--- src/rtl/singleton_count_merge.sv ---
// Singleton-count merge: queues each graph's singleton count until the explorer finishes, then emits explorer count + singleton count.
// Optional sticky overflow/underflow flags are compiled in when SINGLETON_MERGE_CHECK_EN is defined.
module singleton_count_merge #(
    parameter int DEPTH     = 16,
    parameter int COUNT_LAG = 4,
    parameter int SLACK     = 2
) (
    input  logic                     clk,
    input  logic                     rst_n,
    input  logic                     graphValidIn,
    input  logic [5:0]               singletonCount,
    input  logic                     explorerDone,
    input  logic [5:0]               connectCount,
    output logic                     totalValid,
    output logic [6:0]               totalCount,
    output logic                     almostFull,
    output logic [$clog2(DEPTH):0]   pending
`ifdef SINGLETON_MERGE_CHECK_EN
    ,
    output logic                     errOverflow,
    output logic                     errUnderflow
`endif
);

    localparam int AW = $clog2(DEPTH);
    localparam logic [AW:0] AF_LEVEL = (AW + 1)'(DEPTH - SLACK);

    logic [COUNT_LAG-1:0] lagPipe;
    logic [5:0]           fifoMem [DEPTH];
    logic [AW:0]          wrPtr;
    logic [AW:0]          rdPtr;
    logic [AW:0]          pendingNext;
    logic                 pushReq;
    logic                 fifoEmpty;
    logic                 fifoFull;
    logic                 doPush;
    logic                 doPop;
    logic [5:0]           headData;

    assign pushReq   = lagPipe[COUNT_LAG-1];
    assign fifoEmpty = (wrPtr == rdPtr);
    assign fifoFull  = (wrPtr[AW] != rdPtr[AW]) && (wrPtr[AW-1:0] == rdPtr[AW-1:0]);
    assign doPop     = explorerDone && !fifoEmpty;
    // A pop in the same cycle frees the head slot, so a full FIFO can still take the push.
    assign doPush    = pushReq && (!fifoFull || doPop);
    assign headData  = fifoEmpty ? 6'd0 : fifoMem[rdPtr[AW-1:0]];

    always_comb begin
        pendingNext = pending;
        if (graphValidIn && !explorerDone) begin
            if (pending != '1) pendingNext = pending + (AW + 1)'(1);
        end else if (!graphValidIn && explorerDone) begin
            if (pending != '0) pendingNext = pending - (AW + 1)'(1);
        end
    end

    always_ff @(posedge clk or negedge rst_n) begin
        if (!rst_n) begin
            lagPipe    <= '0;
            wrPtr      <= '0;
            rdPtr      <= '0;
            pending    <= '0;
            almostFull <= 1'b0;
            totalValid <= 1'b0;
            totalCount <= 7'd0;
        end else begin
            lagPipe    <= (lagPipe << 1) | COUNT_LAG'(graphValidIn);
            pending    <= pendingNext;
            almostFull <= (pendingNext >= AF_LEVEL);
            totalValid <= explorerDone;
            if (doPush) wrPtr <= wrPtr + (AW + 1)'(1);
            if (doPop)  rdPtr <= rdPtr + (AW + 1)'(1);
            if (explorerDone) totalCount <= {1'b0, headData} + {1'b0, connectCount};
        end
    end

    // Storage is deliberately left unreset; occupancy is defined by the pointers alone.
    always_ff @(posedge clk) begin
        if (doPush) fifoMem[wrPtr[AW-1:0]] <= singletonCount;
    end

`ifdef SINGLETON_MERGE_CHECK_EN
    always_ff @(posedge clk or negedge rst_n) begin
        if (!rst_n) begin
            errOverflow  <= 1'b0;
            errUnderflow <= 1'b0;
        end else begin
            if (pushReq && !doPush)       errOverflow  <= 1'b1;
            if (explorerDone && fifoEmpty) errUnderflow <= 1'b1;
        end
    end
`else
    // Without checks, dropped pushes and empty pops are silent; the data path is identical.
`endif

endmodule

--- config.mk ---
export PLATFORM = sky130hd
export DESIGN_NAME = singleton_count_merge
export DESIGN_NICKNAME = d
export VERILOG_FILES = /design/src/rtl/singleton_count_merge.sv
export SDC_FILE = /design/constraint.sdc
export NUM_CORES = 1
export LEC_CHECK = 0
export BUFFER_PORTS_ARGS = -buffer_cell sky130_fd_sc_hd__buf_4
export CORE_MARGIN = 4
export CORE_UTILIZATION = 40
export CTS_CLUSTER_SIZE = 20
export DETAILED_ROUTE_END_ITERATION = 10
export GPL_TIMING_DRIVEN = 0
export PLACE_DENSITY = 0.59
export SLEW_MARGIN = 20
export SYNTH_ARGS = -nofsm -noshare
export SYNTH_HDL_FRONTEND = slang
export SYNTH_SLANG_ARGS = --single-unit
--- constraint.sdc ---
create_clock -name clk -period 5 [get_ports clk]
set_input_delay 0.75 -clock clk [delete_from_list [all_inputs] [get_ports clk]]
set_output_delay 0.75 -clock clk [all_outputs]
set_load 0.01 [all_outputs]
Word level (Yosys, flattened, before mapping)
Memory sizes are Yosys's and may differ from the RTL's.
Index checks and enable logic that the tools add are counted.
{"block": "op_classes", "n_addsub": 5, "order_cmp": 1, "n_eq_ne": 4, "mux": 7, "bitwise_logic": 1, "reduce_logical": 11}
{"operator": "$mux W5", "count": 4}
{"operator": "$add A5 B1 Y5 const B", "count": 3}
{"operator": "$add A6 B6 Y7", "count": 1}
{"operator": "$mux W6", "count": 1}
{"operator": "$eq A5 B5 Y1", "count": 1}
{"operator": "$ge A5 B4 Y1 const B", "count": 1}
{"operator": "$logic_and A1 B1 Y1", "count": 5}
{"operator": "$ne A5 B5 Y1 const B", "count": 1}
{"operator": "$reduce_bool A5 Y1", "count": 1}
{"operator": "$sub A5 B1 Y5 const B", "count": 1}
{"operator": "$eq A4 B4 Y1", "count": 1}
{"operator": "$logic_not A1 Y1", "count": 4}
{"operator": "$or A4 B1 Y4", "count": 1}
{"operator": "$mux W1", "count": 2}
{"operator": "$logic_or A1 B1 Y1", "count": 1}
{"operator": "$ne A1 B1 Y1", "count": 1}
{"block": "word_totals", "reg_bits": 28, "mem_bits_rw": 96, "in_bits": 16, "out_inout_bits": 14, "n_memories": 1}
{"memory": "fifoMem", "words": 16, "width": 6, "rd": 1, "rd_clocked_by_memory_dff": 0, "wr": 1, "line_no": "29", "text": "logic [5:0] fifoMem [DEPTH];"}

Longest topological paths before layout
Gate-level depths: netlist of run 1.
{"block": "logic_depth", "ltp_word": 7, "mapped_depth": 12}

Least setup slack after synthesis of run 1
OpenSTA, ideal clock, no wires.
{"block": "synth_timing", "kind": "register -> register", "startpoint": "register rdPtr[0]", "endpoint": "register totalCount[4]", "t_arrival_ns": 2.757, "t_required_ns": 4.875, "setup_slack_ns": 2.119, "stages_incl_launch_ff": 12, "n_path_buf": 2, "period_less_slack_ns": 2.881, "cell_sequence": "dfrtp_1 -> buf_6 -> buf_12 -> mux4_1 -> a211oi_1 -> a211oi_1 -> ha_1 -> fa_1 -> a21o_1 -> a21oi_1 -> xnor2_1 -> mux2_2"}
{"block": "synth_between", "elab_chain_cells": 3, "word_cells_on_any_way": 4, "classes_between": "add/sub (1); eq/ne (1); mux (1); memory (1)"}
{"item": "start: declaration", "line_no": "31", "text": "logic [AW:0] rdPtr;"}
{"item": "start signal: assignment", "line_no": "72", "text": "if (doPop) rdPtr <= rdPtr + (AW + 1)'(1);"}
{"item": "$mem_v2 Z16 W6 or $eq A5 B5 Y1 (tied branches)"}
{"item": "$mux W6 *", "line_no": "46", "text": "assign headData = fifoEmpty ? 6'd0 : fifoMem[rdPtr[AW-1:0]];"}
{"item": "$add A6 B6 Y7 *", "line_no": "73", "text": "if (explorerDone) totalCount <= {1'b0, headData} + {1'b0, connectCount};"}
{"item": "end signal: assignment", "line_no": "73"}
{"item": "end: declaration", "line_no": "15", "text": "output logic [6:0] totalCount,"}
Every way passes the cells marked *; elsewhere a longest branch is shown, timed or not.
A chain may end at the register's enable or synchronous reset.

Final worst setup path of run 1
Same ends and word-level chain as after synthesis.

==> out/qor.yml, run 1 <==
status: "completed"
h-tree-depth: 4
insertion_delay_ns: 0.41
synth_area_leaders: "edfxtp_1, dfrtp_1, mux4_1, mux4_2, ha_1"
tns_ns: 0
grt_remaining_overflow: 0
synth.distinct_cells: 46
first_iter_violations: 216
max_slew_margin_pct: 32.31
drc: 0
worstMarginPinSlew_ns: 1.008
grt_first_pass_wirelength_mm: 16.48
powerDensity_nw_per_um2: 643.0
antenna_found_initial: 0
rr_startpoint: "rdPtr[0]"
synth_largest_area_cell: "edfxtp_1"
ctsRootBufferMaster: "clkbuf_16"
numCtsBuffers: 17
syn_avg_cell_area_sq_um: 16.93
die_area_sq_um: 15380
antenna_left: 0
core.rowCount: 42
reg2reg_depth: 11
nets: 396
yosysWarningCount: 0
cts_resized: 0
period_minus_slack_ns: 3.297
layout_setup_ws_ns: 1.703
cts_tree: "built"
synth_nets: 348
synth_edf_count: 96
initial_core_util_pct: 40.83
cts_setup_buffers: 0
cp-end-kind: "flip-flop"
slew_violations: 0
synthFlopType: "edfxtp_1"
syn_area_sq_um: 5385
die_x_um: 124.0
irDropWorstVdd_uv: 377.0
num_io_pins: 30
utilization_pct: 49.22
rsz0062_at_grt: "false"
period_share_pct: 65.93
hpwl_mm: 6.813
cts_hold_buf: 0
cap_viol_max_count: 0
fmax_mhz: 303.4
setup_viol: 0
path_class: "reg -> reg"
place_congestion: 0.8119
place_ws_ns: 1.684
clk_path_buf_depth: 2
fp.coreArea_sq_um: 13190
drt-total-wl_mm: 10.42
vias: 2922
async_flop_share_pct: 22.58
clk_pin_slew_ns: 0.06
wl_per_cell_um: 18.77
netlist_instances: 318
r2r-end: "totalCount[4]"
path_max_fanout: 10
synth_top_area_share_pct: 53.53
instances_no_fill: 555
area_growth_pct: 20.56
cts.sinks: 124
n_antenna_cell: 0
reg2reg_slack_ns: 1.70
drive_gt1_share_pct: 22.96
worst_ep_arrival_time_ns: 3.60
finClkSkew_ns: 0.006401
grt_start_max_net_pins: 29
io_buffer_count: 29
leakagePower_uw: 0.002384
routed_via_density: 5.265
hold_violations: 0
grt_pass1_vias: 2979
dp.cells: 523
dieHeight_um: 124.0
ys_seq_elements: 124
grt_usage_pct: 15.04
hold_slack_ns: 0.2453
required_ns: 5.30
min_path_type: "in -> async"
critPathLaunchType: "flip-flop"
yosysSeqAreaShare_pct: 66.54
dr.pass1.iters: 4
[cell type report]
type                       count  area (sq um)
timing repair buffer          29         217.7
fill                        1103          6698
sequential                   124          3583
inverter                       9         33.78
buffer                        16         105.1
multi-input combinational    169          1663
tap                          176         220.2
clock buffer                  18         429.2
clock inverter                14         240.2
[registers in the layout, summed over array words and instances (netlist names)]
name / cells
pending: 5
wrPtr: 5
rdPtr: 5
totalCount: 7
almostFull: 1
lagPipe: 4
totalValid: 1
fifoMem: 96
[per-stage QoR]
stage / area, sq um / total power [uW]
2_1_floorplan: 5385 / 2418
3_3_place_gp: 5823 / 2801
3_5_place_dp: 5823 / 2824
4_1_cts: 6492 / 4224
5_1_grt: 6492 / 4425
6_report: 6492 / 4175
[per-layer routing]
layer	track usage, %	part of all wire [%]	vias to the layer above
met5	0	0	-
met4	5.544	1.5	0
met3	4.859	5.7	19
met2	23.93	48	89
met1	19.38	45	1466
li1	-	-	1348
[cells in the final DEF (no fill, tap or decap), types with 8 or more instances in the layout]
cell type	instances
a211oi_1	12
buf_2	8
buf_4	30
clkbuf_16	17
dfrtp_1	28
edfxtp_1	96
ha_1	13
inv_1	9
mux4_1	16
mux4_2	8
nand2_1	13
nor2_1	18
nor2b_1	9
xnor2_1	13
[power by group]
group	internal, uW	switching [uW]
clock network	936	445
logic	660	746
registers	1290	94.0
total	2890	1280
[cells by family (layout without fill, tap and decap cells)]
kind of cell               Yosys count  after routing  synth area share (%)
adders and majority gates           14             14                 3.392
xor gates and xnor gates            18             18                 2.927
muxes                               35             35                 13.31
and+or+nand+nor                     62             62                 5.785
DFF                                124            124                 66.54
buffers and inverters               25             86                 2.579
AOI/OAI and AO/OA                   40             40                 5.460
[synth_stat cells (all sizes together) (3+ instances only)]
cell    instances
a211oi         12
mux4           24
nor2b           9
inv             9
a21oi           6
nand3           3
xor2            5
mux2            5
nand2b          5
nand4           3
o21ai           4
nor3            5
nand2          13
nor2           19
ha             13
clkbuf          3
mux2i           6
a21o            3
xnor2          13
dfrtp          28
buf            13
edfxtp         96
[worst max path at each step]
| stage | start | end | slack, ns | depth (start not counted) |
|---|---|---|---|---|
| 6_report | rdPtr[0] | totalCount[4] | 1.70 | 11 |
| 5_1_grt | rdPtr[0] | totalCount[6] | 1.51 | 12 |
| 4_1_cts | rdPtr[0] | totalCount[4] | 1.68 | 11 |
| 3_5_place_dp | rdPtr[0] | totalCount[4] | 1.68 | 11 |
| 3_3_place_gp | rdPtr[0] | totalCount[4] | 1.69 | 11 |
| 2_1_floorplan | rdPtr[0] | totalCount[4] | 2.12 | 11 |
[worst max-delay path, cell delays in order, from the launching register on]
cell and delay, ns:
dfrtp_1 0.37, buf_6 0.18, buf_12 0.16, mux4_1 0.57, a211oi_1 0.33, a211oi_1 0.15, ha_1 0.24, fa_1 0.41
a21o_1 0.19, a21oi_1 0.22, xnor2_1 0.10, mux2_2 0.26
No activity file was read; power rests on OpenSTA's default activity.
==> run 2: changes to the inputs <==
clock period = 3.1 ns   (was 5 ns; I/O delays follow)
==> out/qor.yml, run 2 (same netlist as run 1, synthesis figures left out) <==
leakagePower_uw: 0.002417  # was 0.002384 uW
path_cells: "buf_8, buf_12, mux4_2, a211oi_4, a211oi_2, ha_2, fa_2, a21o_1, a21oi_2, xnor2_1, mux2_2"  # was buf_6, buf_12, mux4_1, a211oi_1, a211oi_1, ha_1, fa_1, a21o_1, a21oi_1, xnor2_1, mux2_2
combPwrFrac_pct: 35.3  # was 33.7%
slowest_delay_ns: 0.54  # was 0.57 ns
h-tree-depth: 4  # unchanged
grt_usage_pct: 15.17  # was 15.04%
dr.pass1.iters: 4  # unchanged
clk_pin_slew_ns: 0.06  # about the same
hpwl_mm: 6.813  # unchanged
instances_no_fill: 563  # was 555
core.rowCount: 42  # unchanged
vias: 2908  # was 2,922
drive_gt1_share_pct: 27.13  # was 22.96%
max_slew_margin_pct: 33.17  # was 32.31%
postPlaceCellArea_sq_um: 5823  # unchanged
p_int_uw: 4770  # was 2890 uW
antenna_found_initial: 0  # unchanged
first_iter_violations: 221  # was 216
required_ns: 3.40  # was 5.30 ns
drc: 0  # unchanged
insertion_delay_ns: 0.42  # was 0.41 ns
reg2reg_depth: 11  # unchanged
fillers: 1102  # was 1,103
cp-end-kind: "flip-flop"  # unchanged
num_io_pins: 30  # unchanged
path_max_fanout: 8  # was 10
drt-total-wl_mm: 10.54  # was 10.42 mm
clk_path_buf_depth: 2  # unchanged
grt_first_pass_wirelength_mm: 16.66  # was 16.48 mm
wl_per_cell_um: 18.72  # was 18.77 um
hold_violations: 0  # unchanged
irDropWorstVdd_uv: 594.3  # was 377.0 uV
die_area_sq_um: 15380  # unchanged
status: "completed"  # unchanged
cts_tree: "built"  # unchanged
fp.coreArea_sq_um: 13190  # unchanged
area_growth_pct: 22.54  # was 20.56%
hp-start: "explorerDone"
r2r-end: "totalCount[4]"  # unchanged
dp.cells: 523  # unchanged
layout_setup_ws_ns: 0.1121  # was 1.703 ns
final_common_cell: "edfxtp_1"  # unchanged
nets: 404  # was 396
power_frac_seq_pct: 32.4  # was 33.2%
fmax_mhz: 334.7  # was 303.4 MHz
place_ws_ns: -0.2158  # was 1.684 ns
slew_violations: 0  # unchanged
p_sw_uw: 2150  # was 1285 uW
io_buffer_count: 29  # unchanged
critical-path-slowest-cell: "mux4_2"  # was mux4_1
pwr-share-clk_pct: 32.2  # was 33.1%
grt_start_max_net_pins: 29  # unchanged
die_x_um: 124.0  # unchanged
initial_core_util_pct: 40.83  # unchanged
grt_pass1_vias: 2990  # was 2,979
path_class: "reg -> reg"  # unchanged
rr_startpoint: "rdPtr[0]"  # unchanged
critPathLaunchType: "flip-flop"  # unchanged
min_path_type: "in -> reg"  # was in -> async
fin_area_sq_um: 6599  # was 6492 sq um
period_minus_slack_ns: 2.988  # was 3.297 ns
worstMarginPinSlew_ns: 0.9948  # was 1.008 ns
dieHeight_um: 124.0  # unchanged
reg2reg_slack_ns: 0.11  # was 1.70 ns
period_share_pct: 96.38  # was 65.93%
cts.sinks: 124  # unchanged
switching_share_pct: 31.07  # was 30.77%
whs_endpoint: "totalValid"
setup_viol: 0  # unchanged
largest_reg_flops: 96  # unchanged
antenna_left: 0  # unchanged
routed_via_density: 5.165  # was 5.265
numCtsBuffers: 17  # unchanged
worst_ep_arrival_time_ns: 3.29  # was 3.60 ns
min_path_cells: 1
ctsRootBufferMaster: "clkbuf_16"  # unchanged
n_antenna_cell: 0  # unchanged
finClkSkew_ns: 0.007173  # was 0.006401 ns
cap_viol_max_count: 0  # unchanged
powerDensity_nw_per_um2: 1049  # was 643.0 nW/um^2
layout_common_cells: "edfxtp_1, buf_4, dfrtp_1, nor2_1, clkbuf_16"  # unchanged
place_congestion: 0.8119  # unchanged
grt_remaining_overflow: 0  # unchanged
[run 2: metal layers]
layer	wire (um)	GRT usage (%)
met2	5135	24.10
met1	4604	19.62
met5	0	0
met3	698	4.859
met4	103	5.544
[run 2: cell type report]
type                    count  area, sq um  share of cell area [%]
flip-flops and latches    124         3583                   54.30
multi-input cells         169         1698                   25.73
clock buffers              18        429.2                   6.504
repair buffers             37        280.3                   4.247
clock inverters            14        240.2                   3.640
well taps                 176        220.2                   3.337
plain buffers              16        113.9                   1.725
inverters                   9        33.78                  0.5119
[run 2: critical path: cells and delay by family, from the launching register on]
kind | cells | cell delay, ns
DFF | 1 | 0.38
xor gates and xnor gates | 1 | 0.08
muxes | 2 | 0.80
buffers and inverters | 2 | 0.28
adders and majority gates | 2 | 0.57
AOI/OAI and AO/OA | 4 | 0.73
[run 2: through the flow]
step                hold WS [ns]  power, uW  utilization [%]  setup TNS [ns]
CTS                       0.1662       6874            49.45               0
finish                    0.1823       6920            50.03               0
detailed placement        0.3427       4555            44.15         -0.4063
global route              0.1621       7342            50.03        -0.05196
floorplan                 0.1694       3901                -               0
global placement          0.3427       4517            44.15         -0.4195
[run 2: power by group through the flow]
| stage | clock network [uW] | registers (uW) | logic [uW] |
|---|---|---|---|
| floorplan | 0 | 2270 | 1630 |
| global placement | 0 | 2270 | 2250 |
| detailed placement | 0 | 2270 | 2280 |
| CTS | 2270 | 2250 | 2350 |
| global route | 2350 | 2280 | 2710 |
| finish | 2230 | 2240 | 2450 |
[run 2: timing repair]
| item | 4_1_cts | 5_1_grt |
|---|---|---|
| buffers inserted | 1 | 6 |
| gates resized for setup | 7 | 9 |
| hold endpoints to repair | 28 | 0 |
| hold buffers | 1 | 0 |
| endpoints found under the setup margin | 2 | 4 |
| pin swaps | 1 | 5 |
[run 2: how the worst max path moves through the flow]
stage / startpoint / endpoint / slack, ns / depth (start not counted)
6_report: rdPtr[0] / totalCount[4] / 0.11 / 11
5_1_grt: rdPtr[0] / totalCount[4] / -0.03 / 11
4_1_cts: rdPtr[2] / totalCount[4] / 0.01 / 11
3_5_place_dp: rdPtr[0] / totalCount[4] / -0.22 / 11
3_3_place_gp: rdPtr[0] / totalCount[4] / -0.21 / 11
2_1_floorplan: rdPtr[0] / totalCount[4] / 0.22 / 11
==> run 3: changes to the inputs <==
CORE_UTILIZATION = 55   (was 40)
GPL_TIMING_DRIVEN = 1   (was 0)
PLACE_DENSITY = 0.79   (was 0.59)
clock period = 2.43 ns   (was 3.1 ns; I/O delays follow)
==> out/qor.yml, run 3 (same netlist as run 1, synthesis figures left out) <==
first_iter_violations: 202  # was 221
dieHeight_um: 107.0  # was 124.0 um
path_class: "reg -> reg"  # unchanged
layout_common_cells: "edfxtp_1, buf_4, dfrtp_1, clkbuf_16"  # was edfxtp_1, buf_4, dfrtp_1, nor2_1, clkbuf_16
path_buf_inv: 2  # unchanged
core.rowCount: 35  # was 42
routed_via_density: 5.755  # was 5.165
min_path_cells: 1  # unchanged
layout_setup_ws_ns: -0.4706  # was 0.1121 ns
fmax_mhz: 344.8  # was 334.7 MHz
worst_ep_arrival_time_ns: 3.30  # was 3.29 ns
antenna_found_initial: 0  # unchanged
leakagePower_uw: 0.002493  # was 0.002417 uW
drive_gt1_share_pct: 33.58  # was 27.13%
numCtsBuffers: 17  # unchanged
cp.depth: 10  # was 11
worstMarginPinSlew_ns: 0.4900  # was 0.9948 ns
drc: 0  # unchanged
place_congestion: 0.8423  # was 0.8119
power_uw: 9115  # was 6920 uW
period_share_pct: 119.4  # was 96.38%
insertion_delay_ns: 0.52  # was 0.42 ns
failed_checks: "setup timing"
final_common_cell: "edfxtp_1"  # unchanged
clk_path_buf_depth: 2  # unchanged
irDropWorstVdd_uv: 630.4  # was 594.3 uV
wl_per_cell_um: 21.05  # was 18.72 um
grt_pass1_vias: 3141  # was 2,990
path_max_fanout: 6  # was 8
required_ns: 2.83  # was 3.40 ns
dr.pass1.iters: 5  # was 4
cts_tree: "built"  # unchanged
io_buffer_count: 29  # unchanged
clk_pin_slew_ns: 0.06  # about the same
reg2reg_depth: 10  # was 11
num_io_pins: 30  # unchanged
finClkSkew_ns: 0.009493  # was 0.007173 ns
powerDensity_nw_per_um2: 1365  # was 1049 nW/um^2
reg2reg_slack_ns: -0.47  # was 0.11 ns
crit_family: "multiplexers"  # unchanged
grt_usage_pct: 20.74  # was 15.17%
period_minus_slack_ns: 2.901  # was 2.988 ns
utilization_pct: 71.24  # was 50.03%
cts.sinks: 124  # unchanged
nets: 419  # was 404
n_antenna_cell: 0  # unchanged
worst_path_most_repeated_cell: "a21o_1"
vias: 3056  # was 2,908
antenna_left: 0  # unchanged
critPathLaunchType: "flip-flop"  # unchanged
grt_remaining_overflow: 0  # unchanged
slowest_delay_ns: 0.55  # was 0.54 ns
slew_violations: 0  # unchanged
cp-end-kind: "flip-flop"  # unchanged
initial_core_util_pct: 57.46  # was 40.83%
fp.coreArea_sq_um: 9371  # was 13,190 sq um
rsz0062_at_grt: "true"
grt_first_pass_wirelength_mm: 17.46  # was 16.66 mm
largest_reg_flops: 96  # unchanged
min_path_type: "in -> reg"  # unchanged
status: "finished with violations"  # was completed
setup_viol: 6  # was 0
path_cells: "buf_12, buf_8, mux4_1, a211oi_1, a211oi_2, ha_1, a21o_1, a21o_1, xor2_1, mux2_2"  # was buf_8, buf_12, mux4_2, a211oi_4, a211oi_2, ha_2, fa_2, a21o_1, a21oi_2, xnor2_1, mux2_2
drt-total-wl_mm: 11.18  # was 10.54 mm
cap_viol_max_count: 0  # unchanged
max_slew_margin_pct: 67.30  # was 33.17%
area_growth_pct: 23.98  # was 22.54%
hpwl_mm: 6.983  # was 6.813 mm
h-tree-depth: 4  # unchanged
fillers: 604  # was 1,102
ctsRootBufferMaster: "clkbuf_8"  # was clkbuf_16
critical-path-slowest-cell: "mux4_1"  # was mux4_2
grt_start_max_net_pins: 29  # unchanged
hold_violations: 0  # unchanged
die_x_um: 107.0  # was 124.0 um
die_area_sq_um: 11440  # was 15,380 sq um
==> run 3: changes by cell type in the layout (fill, tap and decap cells not counted), sizes merged <==
| cell | change |
|---|---|
| buf | +20 |
| inv | -2 |
| clkbuf | -1 |
| bufinv | -1 |
| clkinv | -3 |
| clkinvlp | +2 |
==> run 3: final timing paths <==
check,start,end
setup reg to reg,rdPtr[0],totalCount[3]
min in group asynchronous,rst_n,totalCount[2]
hold reg to reg,lagPipe[0],lagPipe[1]
setup / recovery,rdPtr[0],totalCount[3]
hold / removal,graphValidIn,lagPipe[0]
max in group asynchronous,rst_n,pending[3]
==> run 3: worst register-to-register path, delay by kind of cell (launching register included) <==
family / cells / cell delay (ns)
buf+inv: 2 / 0.26
fa+ha+maj: 1 / 0.32
mux: 2 / 0.82
xor+xnor: 1 / 0.16
flops: 1 / 0.41
compound gates: 4 / 0.82
==> run 3: what timing repair did <==
| item | 4_1_cts | 5_1_grt |
|---|---|---|
| gates cloned | 0 | 0 |
| hold endpoints to repair | 28 | 0 |
| resized for setup | 9 | 14 |
| hold buffers | 1 | 0 |
| buffers inserted | 5 | 1 |
| endpoints found under the setup margin | 6 | 72 |
| pin swaps | 13 | 3 |
==> run 3: report_power, final <==
part / internal, uW / leakage, uW / switching [uW]
Combinational: 1800 / 0.00101 / 1720
Clock: 1770 / 0.000290 / 900
Sequential: 2660 / 0.00119 / 265
==> run 3: area by class of cell <==
cell class | instances | area (sq um) | share of cell area (%)
repair buffers | 68 | 536.8 | 8.040
clock buffers | 22 | 432.9 | 6.484
clock inverters | 10 | 190.2 | 2.849
multi-input cells | 169 | 1738 | 26.03
inverters | 9 | 33.78 | 0.5060
flip-flops and latches | 124 | 3583 | 53.67
well taps | 129 | 161.4 | 2.418
==> run 3: layer usage <==
metal | wire length [um] | up-vias | GRT usage [%]
li1 | - | 1392 | -
met4 | 149 | 0 | 6.941
met5 | 0 | - | 0
met3 | 607 | 20 | 5.780
met2 | 5747 | 100 | 33.36
met1 | 4673 | 1544 | 27.52
==> run 3: per-stage QoR <==
stage | worst slack [ns] | instances | hold WS [ns] | cell area, sq um | setup TNS [ns]
floorplan | -0.2814 | 318 | 0.06891 | 5395 | -0.8462
global placement | -0.4193 | 492 | 0.3014 | 5922 | -1.799
detailed placement | -0.4772 | 492 | 0.3013 | 5922 | -2.139
CTS | -0.4461 | 530 | 0.001627 | 6630 | -1.814
global route | -0.5599 | 531 | 0.008983 | 6676 | -2.438
finish | -0.4706 | 531 | 0.02852 | 6676 | -1.869
